`src/rtl/riscv_pkg.sv`:
```
// Shared RV32I encoder definitions: format codes, fixed opcodes, encoder states.
package riscv_pkg;

  // Codes 000-011 line up with the immediate extender's immsrc encoding.
  typedef enum logic [2:0] {
    FMT_I     = 3'b000,
    FMT_S     = 3'b001,
    FMT_B     = 3'b010,
    FMT_J     = 3'b011,
    FMT_U     = 3'b100,
    FMT_LI    = 3'b101,
    FMT_R     = 3'b110,
    FMT_UNDEF = 3'b111
  } fmt_e;

  localparam logic [6:0] OP_LUI = 7'b0110111;
  localparam logic [6:0] OP_IMM = 7'b0010011;

  typedef enum logic {
    S_IDLE = 1'b0,
    S_LI2  = 1'b1
  } state_e;

  // True when every bit of v from position lsb upward equals bit 31.
  function automatic logic upper_uniform(input logic [31:0] v, input int unsigned lsb);
    logic ok;
    ok = 1'b1;
    for (int unsigned i = 0; i < 32; i++) begin
      if (i >= lsb && v[i] != v[31]) ok = 1'b0;
    end
    return ok;
  endfunction

endpackage

```
`src/rtl/imm_pack.sv`:
```
// Combinational field packer: builds the instruction word(s) and flags
// unrepresentable immediates. LI may yield a second (ADDI) word.
module imm_pack
  import riscv_pkg::*;
(
  input  logic [2:0]  fmt_i,
  input  logic [6:0]  opcode_i,
  input  logic [2:0]  funct3_i,
  input  logic [6:0]  funct7_i,
  input  logic [4:0]  rd_i,
  input  logic [4:0]  rs1_i,
  input  logic [4:0]  rs2_i,
  input  logic [31:0] imm_i,
  output logic [31:0] word_o,
  output logic        err_o,
  output logic [31:0] word2_o,
  output logic        two_beat_o
);

  fmt_e        fmt;
  logic [19:0] li_hi;
  logic        fits12;

  assign fmt    = fmt_e'(fmt_i);
  assign fits12 = upper_uniform(imm_i, 11);
  // (imm + 0x800) >> 12 with 32-bit wrap: the carry into bit 12 is imm[11].
  assign li_hi  = imm_i[31:12] + {19'd0, imm_i[11]};

  // Format-dependent packing and range check.
  always_comb begin
    word_o     = '0;
    err_o      = 1'b0;
    word2_o    = '0;
    two_beat_o = 1'b0;
    unique case (fmt)
      FMT_I: begin
        word_o = {imm_i[11:0], rs1_i, funct3_i, rd_i, opcode_i};
        err_o  = !fits12;
      end
      FMT_S: begin
        word_o = {imm_i[11:5], rs2_i, rs1_i, funct3_i, imm_i[4:0], opcode_i};
        err_o  = !fits12;
      end
      FMT_B: begin
        word_o = {imm_i[12], imm_i[10:5], rs2_i, rs1_i, funct3_i,
                  imm_i[4:1], imm_i[11], opcode_i};
        err_o  = !upper_uniform(imm_i, 12) || imm_i[0];
      end
      FMT_J: begin
        word_o = {imm_i[20], imm_i[10:1], imm_i[11], imm_i[19:12], rd_i, opcode_i};
        err_o  = !upper_uniform(imm_i, 20) || imm_i[0];
      end
      FMT_U: begin
        word_o = {imm_i[31:12], rd_i, opcode_i};
        err_o  = (imm_i[11:0] != 12'd0);
      end
      FMT_LI: begin
        if (fits12) begin
          word_o = {imm_i[11:0], 5'd0, 3'b000, rd_i, OP_IMM};
        end else begin
          word_o     = {li_hi, rd_i, OP_LUI};
          word2_o    = {imm_i[11:0], rd_i, 3'b000, rd_i, OP_IMM};
          two_beat_o = 1'b1;
        end
      end
      FMT_R: begin
        word_o = {funct7_i, rs2_i, rs1_i, funct3_i, rd_i, opcode_i};
      end
      default: begin
        err_o = 1'b1;
      end
    endcase
    if (err_o) word_o = '0;
  end

endmodule

```
`src/rtl/instr_encoder.sv`:
```
// RV32I instruction encoder with valid/ready on both sides and a registered
// output; expands two-beat LI into LUI followed by ADDI.
module instr_encoder
  import riscv_pkg::*;
(
  input  logic        clk,
  input  logic        reset_n,
  input  logic        in_valid,
  output logic        in_ready,
  input  logic [2:0]  in_fmt,
  input  logic [6:0]  in_opcode,
  input  logic [2:0]  in_funct3,
  input  logic [6:0]  in_funct7,
  input  logic [4:0]  in_rd,
  input  logic [4:0]  in_rs1,
  input  logic [4:0]  in_rs2,
  input  logic [31:0] in_imm,
  output logic        out_valid,
  input  logic        out_ready,
  output logic [31:0] out_instr,
  output logic        out_err,
  output logic        out_last
);

  state_e      state_q, state_d;
  logic        valid_q, valid_d;
  logic [31:0] instr_q, instr_d;
  logic        err_q, err_d;
  logic        last_q, last_d;
  logic [31:0] pend_q, pend_d;

  logic [31:0] pk_word, pk_word2;
  logic        pk_err, pk_two;
  logic        in_fire, out_fire;

  imm_pack u_imm_pack (
    .fmt_i      (in_fmt),
    .opcode_i   (in_opcode),
    .funct3_i   (in_funct3),
    .funct7_i   (in_funct7),
    .rd_i       (in_rd),
    .rs1_i      (in_rs1),
    .rs2_i      (in_rs2),
    .imm_i      (in_imm),
    .word_o     (pk_word),
    .err_o      (pk_err),
    .word2_o    (pk_word2),
    .two_beat_o (pk_two)
  );

  assign in_ready  = (state_q == S_IDLE) && (!valid_q || out_ready);
  assign in_fire   = in_valid && in_ready;
  assign out_fire  = valid_q && out_ready;
  assign out_valid = valid_q;
  assign out_instr = instr_q;
  assign out_err   = err_q;
  assign out_last  = last_q;

  // Next-state and output-register load logic.
  always_comb begin
    state_d = state_q;
    valid_d = valid_q;
    instr_d = instr_q;
    err_d   = err_q;
    last_d  = last_q;
    pend_d  = pend_q;
    unique case (state_q)
      S_IDLE: begin
        if (in_fire) begin
          valid_d = 1'b1;
          instr_d = pk_word;
          err_d   = pk_err;
          last_d  = !pk_two;
          if (pk_two) begin
            pend_d  = pk_word2;
            state_d = S_LI2;
          end
        end else if (out_fire) begin
          valid_d = 1'b0;
        end
      end
      S_LI2: begin
        if (out_fire) begin
          instr_d = pend_q;
          err_d   = 1'b0;
          last_d  = 1'b1;
          state_d = S_IDLE;
        end
      end
      default: state_d = S_IDLE;
    endcase
  end

  // State and output registers.
  always_ff @(posedge clk or negedge reset_n) begin
    if (!reset_n) begin
      state_q <= S_IDLE;
      valid_q <= 1'b0;
      instr_q <= '0;
      err_q   <= 1'b0;
      last_q  <= 1'b0;
      pend_q  <= '0;
    end else begin
      state_q <= state_d;
      valid_q <= valid_d;
      instr_q <= instr_d;
      err_q   <= err_d;
      last_q  <= last_d;
      pend_q  <= pend_d;
    end
  end

endmodule

```
`config.mk`:
```
export PLATFORM = sky130hd
export DESIGN_NAME = instr_encoder
export DESIGN_NICKNAME = d
export VERILOG_FILES = /design/src/rtl/riscv_pkg.sv /design/src/rtl/imm_pack.sv /design/src/rtl/instr_encoder.sv
export SDC_FILE = /design/constraint.sdc
export NUM_CORES = 1
export LEC_CHECK = 0
export ABC_AREA = 1
export CAP_MARGIN = 20
export CORE_MARGIN = 5
export CORE_UTILIZATION = 41
export CTS_BUF_LIST = sky130_fd_sc_hd__clkbuf_16
export CTS_CLUSTER_DIAMETER = 100
export DETAILED_ROUTE_END_ITERATION = 10
export GPL_ROUTABILITY_DRIVEN = 1
export HOLD_SLACK_MARGIN = 0.08
export MAX_ROUTING_LAYER = met4
export PLACE_DENSITY = 0.71
export SYNTH_ARGS = -nofsm -noshare
export SYNTH_HDL_FRONTEND = slang
export SYNTH_SLANG_ARGS = --single-unit
```
`constraint.sdc`:
```
create_clock -name clk -period 2.1 [get_ports clk]
set_input_delay 0.42 -clock clk [delete_from_list [all_inputs] [get_ports clk]]
set_output_delay 0.42 -clock clk [all_outputs]
set_load 0.02 [all_outputs]
```
==> results of run 1 <==
cells by family (layout without fill, tap and decap cells):
family          count (synthesis)  after routing  share of synthesized area (%)
fa+ha+maj                       2              2                          0.689
simple gates                  291            291                           33.6
compound gates                109            109                           16.6
flops                          54             54                           37.2
buf+inv                        71            270                           8.48
xor+xnor                       14             14                           3.38
state kept, by name (all words and copies together) (netlist names):
register / count
out_instr: 32
pend_q: 18
out_err: 1
out_last: 1
out_valid: 1
state_q: 1
cells in the final DEF, fill, tap and decap left out, types with 10 or more instances in the layout:
master,instances
a21oi_1,47
buf_4,92
clkdlybuf4s50_1,79
dfrtp_1,54
dlymetal6s2s_1,24
inv_1,46
nand2_1,160
nand2_2,13
nand3_1,30
nor2_1,54
nor2_2,13
o21ai_0,18
o21ai_1,12
o22ai_1,10
xor2_1,13
power groups by stage:
| stage | Clock, W | Combinational, W | Sequential (W) |
|---|---|---|---|
| finish | 0.000941 | 0.00199 | 0.00156 |
| detailed placement | 0 | 0.00190 | 0.00158 |
| global placement | 0 | 0.00188 | 0.00156 |
| CTS | 0.000953 | 0.00190 | 0.00156 |
| floorplan | 0 | 0.000625 | 0.00183 |
| global route | 0.000995 | 0.00214 | 0.00160 |
worst reg2reg max path, delay by kind of cell (launching register included):
family	cells	cell delay (ns)
buffers and inverters	2	0.54
DFF	1	0.37
and+or+nand+nor	2	0.31
AOI/OAI and AO/OA	2	0.40
final cells by class:
cell class / instances / area [µm²] / area share (%)
Multi-Input combinational cell: 416 / 2110 / 35.5
Timing Repair Buffer: 209 / 1990 / 33.4
Sequential cell: 54 / 1350 / 22.7
Inverter: 53 / 199 / 3.34
Tap cell: 108 / 135 / 2.27
Clock buffer: 5 / 125 / 2.10
Clock inverter: 3 / 41.3 / 0.693
through the flow:
step / worst slack (ns) / hold WS [ns] / util (%)
2_1_floorplan: 0.138 / 0.124 / -
3_3_place_gp: -0.354 / 0.431 / 63.3
3_5_place_dp: -0.405 / 0.440 / 63.3
4_1_cts: 0.00164 / 0.135 / 65.3
5_1_grt: 0.00399 / 0.140 / 68.6
6_report: 0.0992 / 0.103 / 68.6
routing by layer:
metal  part of all wire, %  up-vias  global-route usage [%]
met1                    46     2026                    34.4
met3                   7.2       14                    4.10
met2                    46      173                    39.0
met4                   1.0        0                    4.72
met5                     0        -                       -
li1                      -     2155                       -
worst max path at each step:
stage                               start                         to  slack, ns  cells after the start
finish                          in_imm[8]  out_instr[19]$_DFFE_PN0P_        0.1                     13
CTS                            in_imm[12]  out_instr[30]$_DFFE_PN0P_      0.002                     15
floorplan           out_valid$_DFFE_PN0P_  out_instr[11]$_DFFE_PN0P_       0.14                      7
global placement               in_imm[11]  out_instr[30]$_DFFE_PN0P_      -0.35                     15
detailed placement             in_imm[12]  out_instr[30]$_DFFE_PN0P_      -0.41                     15
global route                    in_imm[6]  out_instr[24]$_DFFE_PN0P_      0.004                     13
timing repair:
action | in CTS | in global routing
hold buffers | 0 | 0
gates resized for setup | 7 | 66
pin swaps | 1 | 24
endpoints found under the setup margin | 17 | 53
gates cloned | 0 | 3
setup buffers | 0 | 3
==> run_results.csv, run 1 <==
group,metric,value,unit
setup_path,start_kind,"input port",
detailed_routing,first_pass_iters,6,
sta,finalCritPeriodShare,95.3,%
setup_path,crit_fanout,5,
clock_network,clk_pin_slew,0.07,ns
synth,synth_top_cell_by_area,"dfrtp_1",
placed_design,dpl_cell_area,5490,µm²
synth,synth.area.top_cells,"dfrtp_1, nand2_1, a21oi_1",
setup_path,worst-setup-path-type,"input port to flop",
grt,grt_pass1_wl,21800,µm
synth,syn_area_per_cell,6.71,µm²
synth,yosysTopAreaCellShare,37.2,%
detailed_routing,drc_errors,0,
power,total_power,0.00448,W
clock_network,htreeDepth,2,
finish,n_fill_cell,783,
sta,fin_tns_setup,0,ns
detailed_routing,wl,13900,µm
power,cellLeakagePower,3.02,nW
setup_path,path_buf_inv,3,
placed_design,place_hpwl,10800,µm
clock_network,cts_buffers,5,
sta,grt_setup_unrepaired,"false",
sta,fmax,500,MHz
synth,syn_inst,541,
finish,diodes,0,
grt,track_usage,24.9,%
floorplan,fp.dieArea,10800,µm²
setup_path,r2r_end,"out_instr[18]$_DFFE_PN0P_",
synth,yosys_warnings,0,
synth,synth_fp_nets,614,
setup_path,crit_path_frequent_cell,"nand2_1",
placed_design,dp.cells,834,
grt,grt_pass1_vias,4260,
power,seqPwrFrac,34.7,%
setup_path,cp-end-kind,"flop",
power,irDropWorstVdd,0.587,mV
setup_path,worstPathArrival,2.22,ns
sta,max_slew.worst_pin.slew,0.505,ns
hold_path,hp-class,"input port to async pin",
synth,synth_edf_count,0,
synth,synth-async-reset-ratio,100,%
synth,netlist_area,3630,µm²
setup_path,path_cells,"clkdlybuf4s50_1, inv_1, nand3_2, nor2_2, nand2_1, nand2_1, nand2_1, a21oi_2, nand3_4, nor2_8, clkbuf_16, nand2_1, a21oi_2",
placed_design,place_congestion,0.937,
floorplan,initial_utilization,41.8,%
placed_design,port_buffers,106,
finish,nNetsFinal,812,
detailed_routing,drt_iter0_markers,303,
detailed_routing,via_per_inst,5.15,
setup_path,cp_slowest_stage_delay,0.42,ns
clock_network,worstSkewPairLatency,0.29,ns
detailed_routing,antenna_left,0,
floorplan,pin_count,107,
grt,overflow,0,
outcome,status,"finished clean",
detailed_routing,vias,4368,
synth,synth_cell_types,31,
floorplan,die_h,104,µm
finish,drive_above_1_share,22.4,%
setup_path,cp_top_family,"simple AND/OR/NAND/NOR gates",
floorplan,die_x,104,µm
sta,clock-skew-final,0.00670,ns
floorplan,rows,34,
clock_network,cts.path.max_buffers,2,
clock_network,cts-root-buf,"clkbuf_16",
synth,ys_ff_latch,54,
power,p_clk_share,21.0,%
floorplan,coreArea,8680,µm²
job,cap_violations,0,
synth,yosysSeqAreaShare,37.2,%
sta,relSlewSlack,66.3,%
power,p_int,0.00287,W
power,p_switching,0.00162,W
setup_path,crit_required,2.31,ns
setup_path,r2r_slack,0.36,ns
sta,setup_viol,0,
sta,slew_violations,0,
clock_network,tritoncts,"built",
finish,area_delta_synth_final,64.1,%
power,switching_share,36.1,%
sta,hold_viol,0,
grt,antenna_found_initial,0,
setup_path,reg2reg_from,"state_q$_DFF_PN0_",
synth,synth_ff_type,"dfrtp_1",
detailed_routing,wl_per_cell,16.4,µm
power,p_comb_share,44.3,%
finish,final_cells,848,
setup_path,cpMaxStageDelayCell,"clkdlybuf4s50_1",
synth,synthTopCellsByCount,"nand2_1, nor2_1, dfrtp_1, a21oi_1, inv_1",
clock_network,cts_sinks,54,
finish,stdcell_area,5960,µm²
sta,fin_crit,2.00,ns
grt,grt_max_degree,55,
synth,synth.most_common_cell,"nand2_1",
setup_path,reg2reg_depth,6,
power,powerDensity,753,nW/µm²
No activity file was read; power rests on OpenSTA's default activity.
==> run 2, diff against run 1 <==
--- a/config.mk
+++ b/config.mk
@@ -8,14 +8,14 @@
 export ABC_AREA = 1
 export CAP_MARGIN = 20
 export CORE_MARGIN = 5
-export CORE_UTILIZATION = 41
+export CORE_UTILIZATION = 52
 export CTS_BUF_LIST = sky130_fd_sc_hd__clkbuf_16
 export CTS_CLUSTER_DIAMETER = 100
 export DETAILED_ROUTE_END_ITERATION = 10
 export GPL_ROUTABILITY_DRIVEN = 1
 export HOLD_SLACK_MARGIN = 0.08
 export MAX_ROUTING_LAYER = met4
-export PLACE_DENSITY = 0.71
+export PLACE_DENSITY = 0.87
 export SYNTH_ARGS = -nofsm -noshare
 export SYNTH_HDL_FRONTEND = slang
 export SYNTH_SLANG_ARGS = --single-unit
==> constraint.sdc (replaced) <==
create_clock -name clk -period 2.6 [get_ports clk]
set_input_delay 0.52 -clock clk [delete_from_list [all_inputs] [get_ports clk]]
set_output_delay 0.52 -clock clk [all_outputs]
set_load 0.02 [all_outputs]
==> run_results.csv, run 2 (synthesis gave the netlist of run 1 again) <==
group,metric,value,unit
floorplan,initial_utilization,53.4,%
placed_design,place_congestion,0.978,
setup_path,r2r_slack,0.82,ns
finish,mostFrequentLayoutCell,"nand2_1",
grt,antenna_found_initial,0,
clock_network,tritoncts,"built",
grt,overflow,0,
detailed_routing,first_pass_iters,5,
placed_design,port_buffers,106,
power,seqPwrFrac,37.5,%
sta,whs,0.255,ns
power,p_int,0.00212,W
floorplan,fp.dieArea,8750,µm²
finish,drive_above_1_share,10.1,%
setup_path,worst-setup-path-type,"input port to output pin",
setup_path,worstPathArrival,1.89,ns
setup_path,crit_fanout,3,
floorplan,pin_count,107,
detailed_routing,wl_per_cell,16.3,µm
detailed_routing,antenna_left,0,
power,p_clk_share,18.8,%
finish,final_core_util,76.2,%
sta,fin_crit,2.41,ns
detailed_routing,via_per_inst,5.47,
power,irDropWorstVdd,0.553,mV
setup_path,path_cells,"clkdlybuf4s50_1, inv_1, a21oi_1, clkdlybuf4s50_1",
sta,setup_viol,0,
finish,area_delta_synth_final,42.7,%
hold_path,hp-class,"input port to async pin",
grt,grt_pass1_vias,4262,
sta,clock-skew-final,0.00311,ns
sta,slew_violations,0,
floorplan,die_x,93.5,µm
clock_network,cts_hold_buf,0,
clock_network,cts_sinks,54,
power,cellLeakagePower,2.45,nW
setup_path,cpMaxStageDelayCell,"clkdlybuf4s50_1",
detailed_routing,vias,4221,
grt,grt_pass1_wl,20400,µm
clock_network,cts-root-buf,"clkbuf_16",
power,p_comb_share,43.7,%
finish,diodes,0,
clock_network,cts_buffers,5,
sta,hold_viol,0,
detailed_routing,drc_errors,0,
floorplan,coreArea,6790,µm²
finish,nNetsFinal,748,
floorplan,die_h,93.5,µm
sta,grt_setup_unrepaired,"false",
job,cap_violations,0,
clock_network,clk_pin_slew,0.07,ns
grt,track_usage,30.2,%
setup_path,start_kind,"input port",
power,switching_share,37.0,%
clock_network,worstSkewPairLatency,0.28,ns
clock_network,cts.path.max_buffers,2,
clock_network,htreeDepth,2,
outcome,status,"finished clean",
power,p_switching,0.00124,W
placed_design,place_hpwl,9700,µm
setup_path,reg2reg_from,"state_q$_DFF_PN0_",
setup_path,reg2reg_depth,6,
setup_path,r2r_end,"out_instr[15]$_DFFE_PN0P_",
setup_path,crit_path_frequent_cell,"clkdlybuf4s50_1",
sta,max_slew.worst_pin.slew,0.644,ns
sta,relSlewSlack,57.1,%
setup_path,crit_required,2.08,ns
floorplan,rows,30,
sta,fmax,415,MHz
finish,largest_reg_flops,32,
grt,grt_max_degree,39,
setup_path,cp-end-kind,"output pin",
detailed_routing,wl,12600,µm
finish,final_cell_mix,"nand2_1, clkdlybuf4s50_1, nor2_1",
power,powerDensity,650,nW/µm²
setup_path,cp_slowest_stage_delay,0.63,ns
sta,finalCritPeriodShare,92.7,%
detailed_routing,drt_iter0_markers,195,
-- run 2: metal layers --
metal	track usage (%)	wire length (µm)	up-vias
met2	50.7	6220	193
met5	-	0	-
li1	-	-	2020
met4	9.75	212	0
met1	38.0	5170	1990
met3	3.62	940	18
-- run 2: critical path: cells and delay by family --
family	cells	cell delay, ns
buffers and inverters	3	1.21
AO/OA/AOI/OAI	1	0.15
-- run 2: layout make-up --
| cell class | count | area, µm² |
|---|---|---|
| repair buffers | 145 | 1400 |
| clock buffers | 5 | 125 |
| well taps | 96 | 120 |
| clock inverters | 2 | 10.0 |
| flip-flops and latches | 54 | 1350 |
| multi-input cells | 416 | 1980 |
| fillers | 544 | 1610 |
| inverters | 53 | 199 |
-- run 2: what timing repair did --
item / CTS / global route
buffers inserted: 0 / 0
resized for setup: 0 / 2
endpoints found under the setup margin: 0 / 2
-- run 2: power by group through the flow --
stage	Clock (W)	Combinational, W	Sequential (W)
after floorplan	0	0.000504	0.00148
after global placement	0	0.00143	0.00125
after detailed placement	0	0.00147	0.00127
after CTS	0.000642	0.00147	0.00126
after global routing	0.000681	0.00159	0.00130
final	0.000632	0.00147	0.00126
-- run 2: through the flow --
| step | worst slack (ns) | cells | cell area [µm²] | total power (W) | TNS (ns) |
|---|---|---|---|---|---|
| detailed placement | -0.204 | 764 | 5040 | 0.00274 | -0.651 |
| global route | 0.0803 | 771 | 5180 | 0.00357 | 0 |
| finish | 0.191 | 771 | 5180 | 0.00337 | 0 |
| global placement | -0.0574 | 764 | 5040 | 0.00268 | -0.0825 |
| CTS | 0.0828 | 771 | 5170 | 0.00338 | 0 |
| floorplan | 0.616 | 541 | 3630 | 0.00199 | 0 |
-- run 2: worst max-delay path by stage --
| stage | cells after the start | startpoint | end |
|---|---|---|---|
| floorplan | 8 | out_ready | out_instr[11]$_DFFE_PN0P_ |
| global placement | 15 | in_imm[11] | out_instr[30]$_DFFE_PN0P_ |
| detailed placement | 15 | in_imm[11] | out_instr[30]$_DFFE_PN0P_ |
| CTS | 15 | in_imm[11] | out_instr[30]$_DFFE_PN0P_ |
| global route | 15 | in_imm[11] | out_instr[30]$_DFFE_PN0P_ |
| finish | 4 | out_ready | in_ready |
==> run 3, diff against run 2 <==
--- a/config.mk
+++ b/config.mk
@@ -9,7 +9,6 @@
 export CAP_MARGIN = 20
 export CORE_MARGIN = 5
 export CORE_UTILIZATION = 52
-export CTS_BUF_LIST = sky130_fd_sc_hd__clkbuf_16
 export CTS_CLUSTER_DIAMETER = 100
 export DETAILED_ROUTE_END_ITERATION = 10
 export GPL_ROUTABILITY_DRIVEN = 1
==> run_results.csv, run 3 (synthesis gave the netlist of run 1 again) <==
group,metric,value,unit
grt,grt_pass1_vias,4248,
detailed_routing,first_pass_iters,5,
clock_network,cts-root-buf,"clkbuf_8",
finish,mostFrequentLayoutCell,"nand2_1",
setup_path,worst-setup-path-type,"input port to flop",
finish,drive_above_1_share,9.93,%
detailed_routing,wl,12500,µm
finish,largest_reg_flops,32,
finish,nNetsFinal,748,
detailed_routing,wl_met3,888,µm
detailed_routing,vias,4209,
placed_design,dp_slack,-0.204,ns
floorplan,pin_count,107,
finish,final_cell_mix,"nand2_1, clkdlybuf4s50_1, nor2_1",
setup_path,reg2reg_depth,6,
finish,diodes,0,
placed_design,place_hpwl,9700,µm
sta,grt_setup_unrepaired,"false",
setup_path,cp_top_family,"simple AND/OR/NAND/NOR gates",
setup_path,cp_slowest_stage_delay,0.51,ns
clock_network,cts_buffers,5,
floorplan,die_x,93.5,µm
setup_path,crit_path_frequent_cell,"nand2_1",
grt,track_usage,30.2,%
sta,slew_violations,0,
detailed_routing,highest_layer,"met4",
floorplan,rows,30,
setup_path,start_kind,"input port",
finish,n_fill_cell,551,
placed_design,port_buffers,106,
sta,clock-skew-final,0.00826,ns
grt,overflow,0,
clock_network,worstSkewPairLatency,0.30,ns
setup_path,worstPathArrival,2.66,ns
finish,area_delta_synth_final,41.1,%
detailed_routing,wl_per_cell,16.2,µm
sta,max_slew.worst_pin.slew,0.649,ns
sta,finalCritPeriodShare,93.5,%
detailed_routing,via_per_inst,5.46,
detailed_routing,drt-met1-wl,5240,µm
clock_network,cts.path.max_buffers,2,
sta,relSlewSlack,56.7,%
floorplan,die_h,93.5,µm
clock_network,cts_sinks,54,
clock_network,clk_pin_slew,0.10,ns
grt,antenna_found_initial,0,
setup_path,path_cells,"clkdlybuf4s50_1, ha_1, ha_1, nand2_1, nor2_2, nand2_1, nor2_1, nand3_1, nand2_1, nand2_1, nand2_1, nand3_1, nand2_1, nand2_1, a21oi_1",
clock_network,htreeDepth,2,
floorplan,fp.dieArea,8750,µm²
job,cap_violations,0,
sta,fin_crit,2.43,ns
clock_network,tritoncts,"built",
outcome,status,"finished clean",
power,powerDensity,621,nW/µm²
setup_path,path_depth,15,
power,irDropWorstVdd,0.553,mV
floorplan,coreArea,6790,µm²
placed_design,place_congestion,0.978,
grt,grt_max_degree,39,
setup_path,cp-end-kind,"flop",
detailed_routing,antenna_left,0,
setup_path,crit_fanout,4,
setup_path,cpMaxStageDelayCell,"clkdlybuf4s50_1",
sta,setup_viol,0,
power,cellLeakagePower,2.42,nW
finish,final_core_util,75.4,%
setup_path,path_buf_inv,1,
sta,hold_viol,0,
detailed_routing,met2_wirelength,6140,µm
floorplan,initial_utilization,53.4,%
clock_network,cts_setup_buffers,0,
sta,setup_slack,0.169,ns
sta,fmax,411,MHz
setup_path,crit_required,2.83,ns
detailed_routing,drc_errors,0,
grt,grt_pass1_wl,20400,µm
hold_path,hp-class,"input port to async pin",
detailed_routing,drt_iter0_markers,206,
-- run 3: cell count changes in the layout (fill, tap and decap cells not counted) --
cell | before | now
clkbuf_8 | 0 | 5
nor2_1 | 65 | 66
nor2_2 | 6 | 5
clkbuf_16 | 5 | 0
-- run 3: timing repair --
action | in CTS | in global routing
setup endpoints to repair | 0 | 1
hold buffers | 0 | 0
resized for setup | 0 | 1
hold endpoints to repair | 0 | 0
-- run 3: worst register-to-register path, stage by stage (launching register included) --
cell	delay [ns]
dfrtp_1	0.36
buf_4	0.33
nand3_1	0.16
nand2_1	0.14
inv_2	0.22
a21oi_1	0.33
a21oi_1	0.12
-- run 3: cell type report --
class	instances	area, µm²	area share [%]
Sequential cell	54	1350	26.4
Inverter	53	199	3.88
Timing Repair Buffer	145	1400	27.3
Tap cell	96	120	2.35
Multi-Input combinational cell	416	1970	38.5
Clock buffer	5	68.8	1.34
Clock inverter	2	10.0	0.195
-- run 3: path summary, 6_finish.rpt --
path	slack, ns	start	endpoint
max in group asynchronous	1.78	reset_n	out_instr[20]$_DFFE_PN0P_
min	0.24	reset_n	out_instr[17]$_DFFE_PN0P_
max	0.17	in_imm[11]	out_instr[30]$_DFFE_PN0P_
min reg2reg	0.48	pend_q[4]$_DFFE_PN0P_	pend_q[4]$_DFFE_PN0P_
min in group clk	0.48	pend_q[4]$_DFFE_PN0P_	pend_q[4]$_DFFE_PN0P_
max reg2reg	0.83	state_q$_DFF_PN0_	out_instr[15]$_DFFE_PN0P_
-- run 3: power breakdown --
group	switching, W	leakage (nW)	internal (W)
clock network	0.000267	0.0438	0.000182
logic	0.000805	1.72	0.000666
registers	0.000156	0.659	0.00111
total	0.00123	2.42	0.00195
-- run 3: stage by stage --
| stage | setup TNS [ns] | total power, W | hold slack, ns | cell area [µm²] | std cells |
|---|---|---|---|---|---|
| 2_1_floorplan | 0 | 0.00199 | 0.224 | 3630 | 541 |
| 3_3_place_gp | -0.0825 | 0.00268 | 0.449 | 5040 | 764 |
| 3_5_place_dp | -0.651 | 0.00274 | 0.463 | 5040 | 764 |
| 4_1_cts | 0 | 0.00319 | 0.252 | 5120 | 771 |
| 5_1_grt | 0 | 0.00338 | 0.262 | 5120 | 771 |
| 6_report | 0 | 0.00318 | 0.239 | 5120 | 771 |
-- run 3: per-layer routing --
layer,track usage (%),up-vias
met4,9.03,0
met2,50.7,189
met3,4.42,24
met1,37.9,1977
met5,-,-
li1,-,2019
